--- src/rtl/cpu_defs.sv ---
// Shared definitions for the fetch front end: reset vector, nop encoding,
// and the {pc, instruction} entry carried through the fetch queue.
package cpu_defs;

    localparam logic [31:0] NOP_INSTR        = 32'h0000_0000;
    localparam logic [31:0] RESET_PC_DEFAULT = 32'h0000_3000;
    localparam int unsigned WORD_BYTES       = 4;

    typedef struct packed {
        logic [31:0] pc;
        logic [31:0] instr;
    } fetch_entry_t;

    function automatic logic [31:0] next_pc(input logic [31:0] pc);
        return pc + 32'(WORD_BYTES);
    endfunction

    function automatic logic [31:0] align_word(input logic [31:0] addr);
        return addr & ~32'h0000_0003;
    endfunction

endpackage

--- src/rtl/fetch_fifo.sv ---
// Small circular buffer of fetched {pc, instruction} entries.
// Flush empties the buffer and wins over a push or pop in the same cycle.
module fetch_fifo
    import cpu_defs::*;
#(
    parameter int unsigned DEPTH = 4
) (
    input  logic                     clk,
    input  logic                     reset_n,
    input  logic                     i_flush,
    input  logic                     i_push,
    input  fetch_entry_t             i_push_data,
    input  logic                     i_pop,
    output fetch_entry_t             o_head,
    output logic [$clog2(DEPTH):0]   o_count,
    output logic                     o_full,
    output logic                     o_empty
);

    localparam int unsigned AW = $clog2(DEPTH);

    fetch_entry_t   r_mem [DEPTH];
    logic [AW-1:0]  r_rd_ptr;
    logic [AW-1:0]  r_wr_ptr;
    logic [AW:0]    r_count;
    logic           w_push;
    logic           w_pop;

    assign w_push = i_push & ~i_flush;
    assign w_pop  = i_pop & ~i_flush & (r_count != '0);

    always_ff @(posedge clk) begin
        if (!reset_n || i_flush) begin
            r_rd_ptr <= '0;
            r_wr_ptr <= '0;
            r_count  <= '0;
        end else begin
            if (w_push) r_wr_ptr <= r_wr_ptr + AW'(1);
            if (w_pop)  r_rd_ptr <= r_rd_ptr + AW'(1);
            case ({w_push, w_pop})
                2'b10:   r_count <= r_count + (AW+1)'(1);
                2'b01:   r_count <= r_count - (AW+1)'(1);
                default: r_count <= r_count;
            endcase
        end
    end

    // Storage has no reset; only entries between the pointers are ever read out.
    always_ff @(posedge clk) begin
        if (reset_n && w_push) r_mem[r_wr_ptr] <= i_push_data;
    end

    assign o_head  = r_mem[r_rd_ptr];
    assign o_count = r_count;
    assign o_full  = (r_count == (AW+1)'(DEPTH));
    assign o_empty = (r_count == '0);

endmodule

--- src/rtl/instruction_fetch_queue.sv ---
// Fetch front end: issues sequential word reads, buffers returned words with
// their PCs, and hands them to decode; redirects flush everything in flight.
module instruction_fetch_queue
    import cpu_defs::*;
#(
    parameter int unsigned DEPTH    = 4,
    parameter logic [31:0] RESET_PC = RESET_PC_DEFAULT
) (
    input  logic        clk,
    input  logic        reset_n,
    output logic        im_req,
    output logic [31:0] im_addr,
    input  logic [31:0] im_rdata,
    input  logic        redirect_valid,
    input  logic [31:0] redirect_pc,
    output logic        out_valid,
    output logic [31:0] out_instruction,
    output logic [31:0] out_pc,
    input  logic        out_ready
);

    localparam int unsigned CW = $clog2(DEPTH) + 1;

    logic [31:0]   r_fetch_pc;
    logic [31:0]   r_pend_pc;
    logic          r_inflight;

    logic [CW-1:0] w_count;
    logic [CW:0]   w_credit;
    logic          w_full;
    logic          w_empty;
    logic          w_issue;
    logic          w_push;
    logic          w_pop;
    fetch_entry_t  w_push_data;
    fetch_entry_t  w_head;

    // Buffered plus in-flight words may never exceed DEPTH, so a return always has room.
    assign w_credit = {1'b0, w_count} + {{CW{1'b0}}, r_inflight};
    assign w_issue  = reset_n & ~redirect_valid & (w_credit < (CW+1)'(DEPTH));

    assign w_push            = r_inflight & ~redirect_valid;
    assign w_push_data.pc    = r_pend_pc;
    assign w_push_data.instr = im_rdata;
    assign w_pop             = ~w_empty & out_ready & ~redirect_valid;

    always_ff @(posedge clk) begin
        if (!reset_n) begin
            r_fetch_pc <= RESET_PC;
            r_pend_pc  <= '0;
            r_inflight <= 1'b0;
        end else if (redirect_valid) begin
            r_fetch_pc <= align_word(redirect_pc);
            r_inflight <= 1'b0;
        end else begin
            r_inflight <= w_issue;
            if (w_issue) begin
                r_fetch_pc <= next_pc(r_fetch_pc);
                r_pend_pc  <= r_fetch_pc;
            end
        end
    end

    fetch_fifo #(
        .DEPTH (DEPTH)
    ) u_fifo (
        .clk         (clk),
        .reset_n     (reset_n),
        .i_flush     (redirect_valid),
        .i_push      (w_push),
        .i_push_data (w_push_data),
        .i_pop       (w_pop),
        .o_head      (w_head),
        .o_count     (w_count),
        .o_full      (w_full),
        .o_empty     (w_empty)
    );

    assert property (@(posedge clk) disable iff (!reset_n) !(w_push && w_full));

    assign im_req          = w_issue;
    assign im_addr         = r_fetch_pc;
    assign out_valid       = ~w_empty;
    assign out_instruction = w_empty ? NOP_INSTR : w_head.instr;
    assign out_pc          = w_empty ? 32'h0 : w_head.pc;

endmodule

--- config.mk ---
export PLATFORM = sky130hd
export DESIGN_NAME = instruction_fetch_queue
export DESIGN_NICKNAME = d
export VERILOG_FILES = /design/src/rtl/cpu_defs.sv /design/src/rtl/fetch_fifo.sv /design/src/rtl/instruction_fetch_queue.sv
export SDC_FILE = /design/constraint.sdc
export NUM_CORES = 1
export LEC_CHECK = 0
export ABC_AREA = 1
export CAP_MARGIN = 20
export CORE_MARGIN = 3
export CORE_UTILIZATION = 45
export CTS_BUF_LIST = sky130_fd_sc_hd__clkbuf_4
export DETAILED_ROUTE_END_ITERATION = 16
export HOLD_SLACK_MARGIN = 0.06
export PLACE_DENSITY_LB_ADDON = 0.12
export SYNTH_ARGS = -nofsm -noshare
export SYNTH_HDL_FRONTEND = slang
export SYNTH_SLANG_ARGS = --single-unit
export TNS_END_PERCENT = 5
--- constraint.sdc ---
create_clock -name clk -period 4.4 [get_ports clk]
set_clock_uncertainty 0.1 [all_clocks]
set_input_delay 0.66 -clock clk [delete_from_list [all_inputs] [get_ports clk]]
set_output_delay 0.66 -clock clk [all_outputs]
set_load 0.02 [all_outputs]
==> metrics <==
outcome complete, no violations; Async SR Flop Fraction 0; Area contributors post-synth edfxtp_1, dfxtp_1, nor2_1, o21ai_0, a21oi_1; DRC violations left 0; slew margin rel. 0.433; CTS max path bufs 3; initial antenna violation count 2; I/O pin count between 150 and 200; critical path capture point type output pin; Cell variety after synth 41; Initial Util 0.463; Ys Warns 0; setup slack, reg-to-reg about 2100 ps; Synth Instances approximately 1300; Port Buffer Count between 150 and 200; first-pass GRT wire length approximately 49000 um; prevailing post-synth register cell edfxtp_1; fin util 0.573; VDD IR-drop max around 0.00017 V; die area between 30000 and 40000 um^2; synthesized flop and latch total around 320; CP Launch Type flop; final setup violation count 0; WHS between 300 and 400 ps; most instantiated library cell after synthesis nor2_1; Overall Power approximately 6.3 mW; share of cells above drive strength 1 0.108; Post-Syn Area per Cell between 10 and 15 um^2; Die Wd 177 um; hold crit path type reg -> reg; Die H ~180 um; Reg clk slew, reported paths roughly 50 ps; P_leak between 5 and 6 nW; routability cong. approximately 0.84; Synth Cell Area approximately 13000 um^2; setup TNS 0 ps; core area 28200 um^2; First-pass DRT Iterations 5; area grow syn2layout 23.6%; capturing point of the worst reg2reg path u_fifo.o_count[2]; most instantiated cells after synthesis nor2_1, edfxtp_1, o21ai_0, nand2_1, a21oi_1; DP HPWL about 18000 um; Top Layer Used met5; # Max-Cap Violations 0; Max Fclk between 200 and 300 MHz; Final nets approximately 1500; Num CTS Buffers 82; FP Rows 61; Crit Reg-Reg Startpoint u_fifo.o_count[1]; clk root buf clkbuf_4; aggregate global routing overflow 0; Routed WL 31200 um; vias per inst ~5; CP required 3640 ps; Worst Path Arrival ~3000 ps; Final period util 0.836; Hold Path Stages 2; TritonCTS clock tree done; Clock Sinks 318; Seq/Total Area, Yosys 0.676; vias in the first global route roughly 9500; Critical Path Fanout Max 79; DRT met1 WL approximately 14000 um; antenna-violating nets left 0; Worst-Margin Slew roughly 850 ps; critical path class reg -> out; H-tree levels 3; met3 WL post-DR a little over 2000 um; R2R depth 10; Synth area leader edfxtp_1; DR vias between 9000 and 10000; met2 WL post-DR around 15000 um; postcts setup bufs 0; unrepaired setup endpoints after global routing false; Skew-Pair Late Insertion Delay about 660 ps; Hold Crit Start u_fifo.r_rd_ptr[1]; Power Dens Cells approximately 400 nW/um^2; Avg WL per Cell ~16 um; hold violation total from the final report 0; DR iter-0 viols approximately 560; Hold Buf Count CTS 0; largest net degree at the start of global routing 125; Post-synth EDFFs approximately 250; area share of the largest cell type after synthesis 0.569; # resized after CTS 0; GR Util All Layers 0.199; Period minus WS final approximately 3700 ps; fin. max-slew vios 0
logic make-up (layout without fill, tap and decap cells):
group | count (synthesis) | in the layout | synth area share
compound gates | 287 | 287 | 0.115
xor+xnor | 8 | 8 | 0.00535
fa+ha+maj | 7 | 7 | 0.00727
buf+inv | 138 | 389 | 0.0437
flops | 318 | 318 | 0.676
other cells | 1 | 5 | 0.000287
simple gates | 505 | 505 | 0.153
worst max path at each step:
stage,to,slack (ps),from
after floorplan,u_fifo.r_mem[0][0],120,reset_n
after global placement,im_req,1160,redirect_valid
after detailed placement,im_req,1120,redirect_valid
after CTS,out_instruction[4],650,flop
after global routing,out_instruction[10],520,flop
final,out_instruction[4],720,flop
flip-flops by register name, indices dropped and copies added, names as in the netlist, named ones only:
signal	cells
im_addr	30
r_inflight	1
r_pend_pc	30
u_fifo.o_count	3
u_fifo.r_mem	248
u_fifo.r_rd_ptr	2
u_fifo.r_wr_ptr	2
worst max-delay path: stages, from the launching register on:
cell             delay (ps)
dfxtp_4                 350
inv_2                   350
buf_12                  350
buf_4                   280
o21ai_0                 120
a21oi_1                 170
clkdlybuf4s50_1         620
through the flow:
stage                     area [um^2]  worst slack (ps)  cells
after floorplan                 13100               120   1267
after global placement          15100              1160   1755
after detailed placement        15100              1120   1755
after CTS                       16200               647   1896
after global routing            16200               518   1897
final                           16200               723   1897
where the power goes:
group          internal (mW)  switching [mW]  total (mW)  leakage, nW
Sequential              3.29          0.0549        3.34         2.85
Combinational          0.166           0.217       0.383         2.33
Clock                   1.48            1.12        2.59        0.640
Total                   4.93            1.39        6.32         5.82
layout make-up:
type                            instances  area [um^2]
Antenna cell                            1         2.50
Clock buffer                          120          901
Clock inverter                         21          185
Fill cell                            2451        12100
Inverter                               68          255
Multi-Input combinational cell        811         3710
Sequential cell                       318         8850
Tap cell                              378          473
Timing Repair Buffer                  180         1790
layer usage:
metal / track usage / vias to the layer above
li1: - / 4772
met1: 0.264 / 4551
met2: 0.327 / 310
met3: 0.0402 / 47
met4: 0.0707 / 2
met5: 0 / -
layout by cell type, fill, tap and decap left out, types with 3 or more instances in the layout:
cell type / netlist / layout
a31oi_1: 3 / 3
nand3b_1: 3 / 3
clkbuf_4: 0 / 120
o211ai_1: 3 / 3
a21boi_0: 3 / 3
dfxtp_1: 70 / 68
nor2_4: 0 / 4
edfxtp_1: 248 / 248
conb_1: 1 / 4
a22oi_1: 3 / 3
clkinv_1: 1 / 16
nand2_1: 115 / 115
xor2_1: 6 / 6
a211oi_1: 6 / 6
nor3_1: 13 / 13
inv_2: 5 / 6
clkdlybuf4s50_1: 0 / 159
a21oi_1: 98 / 98
buf_4: 7 / 18
ha_1: 6 / 6
o21ai_0: 161 / 161
nand4_1: 4 / 4
nand3_1: 35 / 35
o21ai_1: 3 / 3
bufinv_16: 0 / 4
buf_12: 0 / 3
inv_1: 62 / 62
nor2_1: 328 / 324
Note: power is estimated with default switching activity, not from simulation.
